## config.mk

```make
export PLATFORM = sky130hd
export DESIGN_NAME = seg7_scan_driver
export DESIGN_NICKNAME = d
export VERILOG_FILES = /design/src/rtl/seg7_scan_driver.sv
export SDC_FILE = /design/constraint.sdc
export NUM_CORES = 1
export LEC_CHECK = 0
export CORE_AREA = 5 5 110 112
export CTS_CLUSTER_SIZE = 12
export DETAILED_ROUTE_END_ITERATION = 8
export DIE_AREA = 0 0 115 117
export PLACE_DENSITY_LB_ADDON = 0.08
export SKIP_LAST_GASP = 1
export SLEW_MARGIN = 20
export SYNTH_ARGS = -nofsm -noshare
export SYNTH_HDL_FRONTEND = slang
export SYNTH_SLANG_ARGS = --single-unit
```

## constraint.sdc

```tcl
create_clock -name clk -period 4.64 [get_ports clk]
set_input_delay 0.928 -clock clk [delete_from_list [all_inputs] [get_ports clk]]
set_output_delay 0.928 -clock clk [all_outputs]
set_load 0.01 [all_outputs]
```

## src/rtl/seg7_scan_driver.sv

```systemverilog
// Multiplexed 8-digit common-anode 7-segment driver with debounced source-select button.
// Optional leading-zero blanking is enabled by defining SEG7_LZ_BLANK_EN.
module seg7_scan_driver #(
  parameter int SCAN_DIV        = 100000,
  parameter int DEBOUNCE_CYCLES = 1000000
) (
  input  logic        clk,
  input  logic        reset,
  input  logic [31:0] disp7seg,
  input  logic [31:0] statJ,
  input  logic [31:0] statR,
  input  logic [31:0] statI,
  input  logic [31:0] statTC,
  input  logic        btn_mode,
  output logic [7:0]  an,
  output logic [6:0]  seg,
  output logic        dp,
  output logic [2:0]  mode
);

  localparam int PW = $clog2(SCAN_DIV);
  localparam int DW = $clog2(DEBOUNCE_CYCLES);
  localparam logic [PW-1:0] PRESC_MAX = PW'(SCAN_DIV - 1);
  localparam logic [DW-1:0] DB_MAX    = DW'(DEBOUNCE_CYCLES - 1);

  logic [PW-1:0] prescaler;
  logic [2:0]    digit;
  logic [31:0]   snapshot;
  logic [31:0]   selected;
  logic          sync_a;
  logic          sync_b;
  logic          btn_db;
  logic [DW-1:0] db_count;
  logic          mode_changed;
  logic          wrap;
  logic [3:0]    nibble;
  logic [6:0]    hex;
  logic          digit_on;

  assign wrap = (prescaler == PRESC_MAX);

  always_comb begin
    selected = disp7seg;
    case (mode)
      3'd1:    selected = statJ;
      3'd2:    selected = statR;
      3'd3:    selected = statI;
      3'd4:    selected = statTC;
      default: selected = disp7seg;
    endcase
  end

  always_ff @(posedge clk) begin
    if (reset) begin
      prescaler <= '0;
      digit     <= 3'd0;
    end else if (wrap) begin
      prescaler <= '0;
      digit     <= digit + 3'd1;
    end else begin
      prescaler <= prescaler + 1'b1;
    end
  end

  // Snapshot only moves at frame start or just after a mode change, so a frame never tears.
  always_ff @(posedge clk) begin
    if (reset)
      snapshot <= 32'd0;
    else if (mode_changed || (wrap && digit == 3'd7))
      snapshot <= selected;
  end

  always_ff @(posedge clk) begin
    if (reset) begin
      sync_a       <= 1'b0;
      sync_b       <= 1'b0;
      btn_db       <= 1'b0;
      db_count     <= '0;
      mode         <= 3'd0;
      mode_changed <= 1'b0;
    end else begin
      sync_a       <= btn_mode;
      sync_b       <= sync_a;
      mode_changed <= 1'b0;
      if (sync_b == btn_db) begin
        db_count <= '0;
      end else if (db_count == DB_MAX) begin
        db_count <= '0;
        btn_db   <= sync_b;
        if (sync_b) begin
          mode         <= (mode == 3'd4) ? 3'd0 : mode + 3'd1;
          mode_changed <= 1'b1;
        end
      end else begin
        db_count <= db_count + 1'b1;
      end
    end
  end

  assign nibble = snapshot[{digit, 2'b00} +: 4];

  always_comb begin
    hex = 7'h7F;
    case (nibble)
      4'h0: hex = 7'b1000000;
      4'h1: hex = 7'b1111001;
      4'h2: hex = 7'b0100100;
      4'h3: hex = 7'b0110000;
      4'h4: hex = 7'b0011001;
      4'h5: hex = 7'b0010010;
      4'h6: hex = 7'b0000010;
      4'h7: hex = 7'b1111000;
      4'h8: hex = 7'b0000000;
      4'h9: hex = 7'b0010000;
      4'hA: hex = 7'b0001000;
      4'hB: hex = 7'b0000011;
      4'hC: hex = 7'b1000110;
      4'hD: hex = 7'b0100001;
      4'hE: hex = 7'b0000110;
      4'hF: hex = 7'b0001110;
      default: hex = 7'h7F;
    endcase
  end

`ifdef SEG7_LZ_BLANK_EN
  logic [2:0] top_digit;

  // Digit 0 is always lit; higher digits only up to the most significant non-zero nibble.
  always_comb begin
    top_digit = 3'd0;
    for (int i = 1; i < 8; i++) begin
      if (snapshot[4*i +: 4] != 4'd0)
        top_digit = 3'(i);
    end
  end

  assign digit_on = (digit <= top_digit);
`else
  assign digit_on = 1'b1;
`endif

  always_ff @(posedge clk) begin
    if (reset) begin
      an  <= 8'hFF;
      seg <= 7'h7F;
      dp  <= 1'b1;
    end else begin
      an  <= digit_on ? ~(8'b1 << digit) : 8'hFF;
      seg <= digit_on ? hex : 7'h7F;
      dp  <= (digit == mode) ? 1'b0 : 1'b1;
    end
  end

endmodule

```

==> metrics.md <==
| Metric | Value |
|---|---|
| Bufs and invs on worst path | 1 |
| Setup_tns | 0 ns |
| Num Clock Sinks | 95 |
| H-tree depth | 3 |
| Post-cts sizing count | 0 |
| RSZ-0062 raised after global routing | false |
| Number of vias per cell | 5.62 |
| Cell family with most CP delay | flip-flops |
| Hpwl dp | 12600 um |
| Placer Congestion | 0.884 |
| Cells along the critical path | clkdlybuf4s50_1 |
| Initial antenna violation count | 0 |
| Clk_skew | 0.00489 ns |
| Post-synthesis area per instance | 8.48 um2 |
| Routed len/inst | 17.7 um |
| Delay of the slowest critical-path stage | 0.81 ns |
| Post-route minimum period | 2.77 ns |
| Hold Slack | 0.433 ns |
| Remaining DRCs | 0 |
| Maximum vdd drop | 0.000222 V |
| Ports | 182 |
| FF-to-FF path depth | 5 |
| Initial drt markers | 374 |
| Post-synth ARST share | 0% |
| #FFs+latches synth | 95 |
| Fin crit share | 59.6% |
| Vias in the first global route | 5352 |
| Final Hold Vio Count | 0 |
| Tot GR Track Use | 24.6% |
| Final setup fails | 0 |
| Layout cells sized above 1 | 6.62% |
| Critical Path Stages | 1 |
| Critical Path Sink Type | output port |
| Crit path required time | 3.71 ns |
| Pre-antenna DRT Iters | 5 |
| Clk pin slew, worst setup/hold paths | 0.06 ns |
| Pin count of the biggest net entering global routing | 42 |
| Hold depth | 1 |
| Post-synth EDFFs | 0 |
| Die area | 13500 um2 |
| PwrDens | 242 nW/um2 |
| Final WL | 16400 um |
| Final Slew Violations | 0 |
| Leakage power | 2.80 nW |
| Dominant synthesized flop cell | dfxtp_1 |
| First-pass GRT wire length | 26300 um |
| Setup crit start kind | flip-flop |
| CTS tree | built |
| Power, Total | 1.82 mW |
| CP Class | reg2out |
| CTS hold repair buffers | 0 |
| Placed Area | 7180 um2 |
| Status | finished clean |
| HP Class | reg2reg |
| IO buf count | 181 |
| Initial Utilization | 47.8% |
| Die W | 115 um |
| Final nets | 963 |
| Vias | 5223 |
| Root buffer cell | clkbuf_16 |
| Warnings from Yosys | 0 |
| Remaining global-route overflow | 0 |
| RR Startpoint | digit[0] |
| Max FO, Critical Path | 41 |
| Syn nets | 809 |
| Cell variety after synth | 60 |
| CTS max path bufs | 2 |
| Syn Std Cell Area | 5310 um2 |
| Post-CTS setup buffers | 0 |
| Core area | 11100 um2 |
| Num CTS Buffers | 9 |
| Area growth syn-to-layout | 41.3% |
| Sequential area share after synthesis | 35.8% |
| Clock Latency Late Sink | 0.34 ns |
| Die height | 117 um |
| Placement row count | 39 |
| Max_cap viols | 0 |
| Slew headroom | 31.6% |
| HP Start | sync_a |
| Post-route cell area | 7510 um2 |
| R2R Setup Slk | 1.95 ns |
| Max Clock Freq | 361 MHz |
| CP max stage cell | dfxtp_2 |
| Slew of the pin with the lowest slew margin | 1.02 ns |
| Synth Instances | 627 |
| R2R Path End | seg[3] |
| Min-Delay Endpoint | sync_b |
| Crit path DAT | 1.84 ns |
| Final antenna-violating net count | 0 |
| Antenna Cells | 0 |
placed cells by master (no fill, tap or decap), types with 19 or more instances in the layout:
cell and instances:
o221ai_1 35, nor2_1 116, a22oi_1 32, nand2_1 24, o21ai_0 32, dfxtp_1 94
a32oi_1 32, ha_1 19, inv_1 50, clkdlybuf4s50_1 181
flip-flops by register name (all words and copies together), names as in the netlist:
name	count
dp	1
sync_b	1
mode_changed	1
digit	3
db_count	20
mode	3
snapshot	32
sync_a	1
prescaler	17
an	8
seg	7
btn_db	1
routing by layer:
metal  GRT usage [%]  share of wire (%)
met1            29.5                 41
met2            42.2                 50
met3            7.30                7.3
met4            8.29                1.9
met5               0                  0
per-stage QoR:
stage / setup WS, ns / cells / util [%]
after floorplan: 2.38 / 627 / -
after global placement: 1.64 / 913 / 64.5
after detailed placement: 1.56 / 913 / 64.5
after CTS: 1.89 / 929 / 67.5
after global routing: 1.63 / 929 / 67.5
final: 1.87 / 929 / 67.5
worst max path at each step:
| stage | end | from |
|---|---|---|
| after detailed placement | snapshot[2] | reset |
| after CTS | mode[2] | mode[2] |
| after floorplan | seg[3] | digit[0] |
| final | mode[2] | mode[2] |
| after global placement | seg[3] | reset |
| after global routing | snapshot[2] | reset |
area by class of cell:
class	instances	area (um2)
multi-input cells	435	3030
repair buffers	190	1880
clock buffers	11	253
flip-flops and latches	95	1900
fillers	947	3610
clock inverters	5	80.1
inverters	50	188
well taps	143	179
synthesized netlist by cell type, drive strengths merged (2+ instances only):
| cell type | n | area [um2] |
|---|---|---|
| clkbuf | 37 | 140 |
| a31oi | 2 | 12.5 |
| a21oi | 5 | 25.0 |
| mux2 | 5 | 56.3 |
| nand4 | 9 | 62.6 |
| nor4b | 3 | 32.5 |
| nand2 | 25 | 96.4 |
| a32oi | 32 | 280 |
| and4 | 4 | 35.0 |
| inv | 50 | 188 |
| mux2i | 12 | 133 |
| nor2b | 6 | 37.5 |
| o21ai | 39 | 195 |
| xor2 | 18 | 158 |
| or3 | 3 | 25.0 |
| nor2 | 117 | 442 |
| and3 | 7 | 43.8 |
| a22oi | 33 | 253 |
| and2 | 2 | 12.5 |
| dfxtp | 95 | 1900 |
| nor3 | 8 | 61.3 |
| xnor2 | 18 | 158 |
| nand3 | 11 | 65.1 |
| mux4 | 6 | 139 |
| nand4b | 2 | 17.5 |
| o221ai | 35 | 307 |
| buf | 10 | 58.8 |
| ha | 19 | 238 |
cell families after synthesis:
group / count (synthesis) / synth area share [%]
DFF: 95 / 35.8
AOI/OAI and AO/OA: 155 / 22.0
muxes: 23 / 6.17
buffers and inverters: 97 / 7.28
xor gates and xnor gates: 36 / 5.93
and+or+nand+nor: 202 / 18.4
adders and majority gates: 19 / 4.47
worst register-to-register path, cell delays in order, from the launching register on:
cell,delay [ns]
dfxtp_1,0.85
mux4_2,0.60
mux2_2,0.33
ha_1,0.26
mux2_1,0.32
o31a_1,0.23
power by group:
group | switching (mW) | internal, mW
Sequential | 0.00446 | 0.822
Combinational | 0.0480 | 0.141
Clock | 0.305 | 0.500
Total | 0.357 | 1.46
No activity file was read; power rests on OpenSTA's default activity.
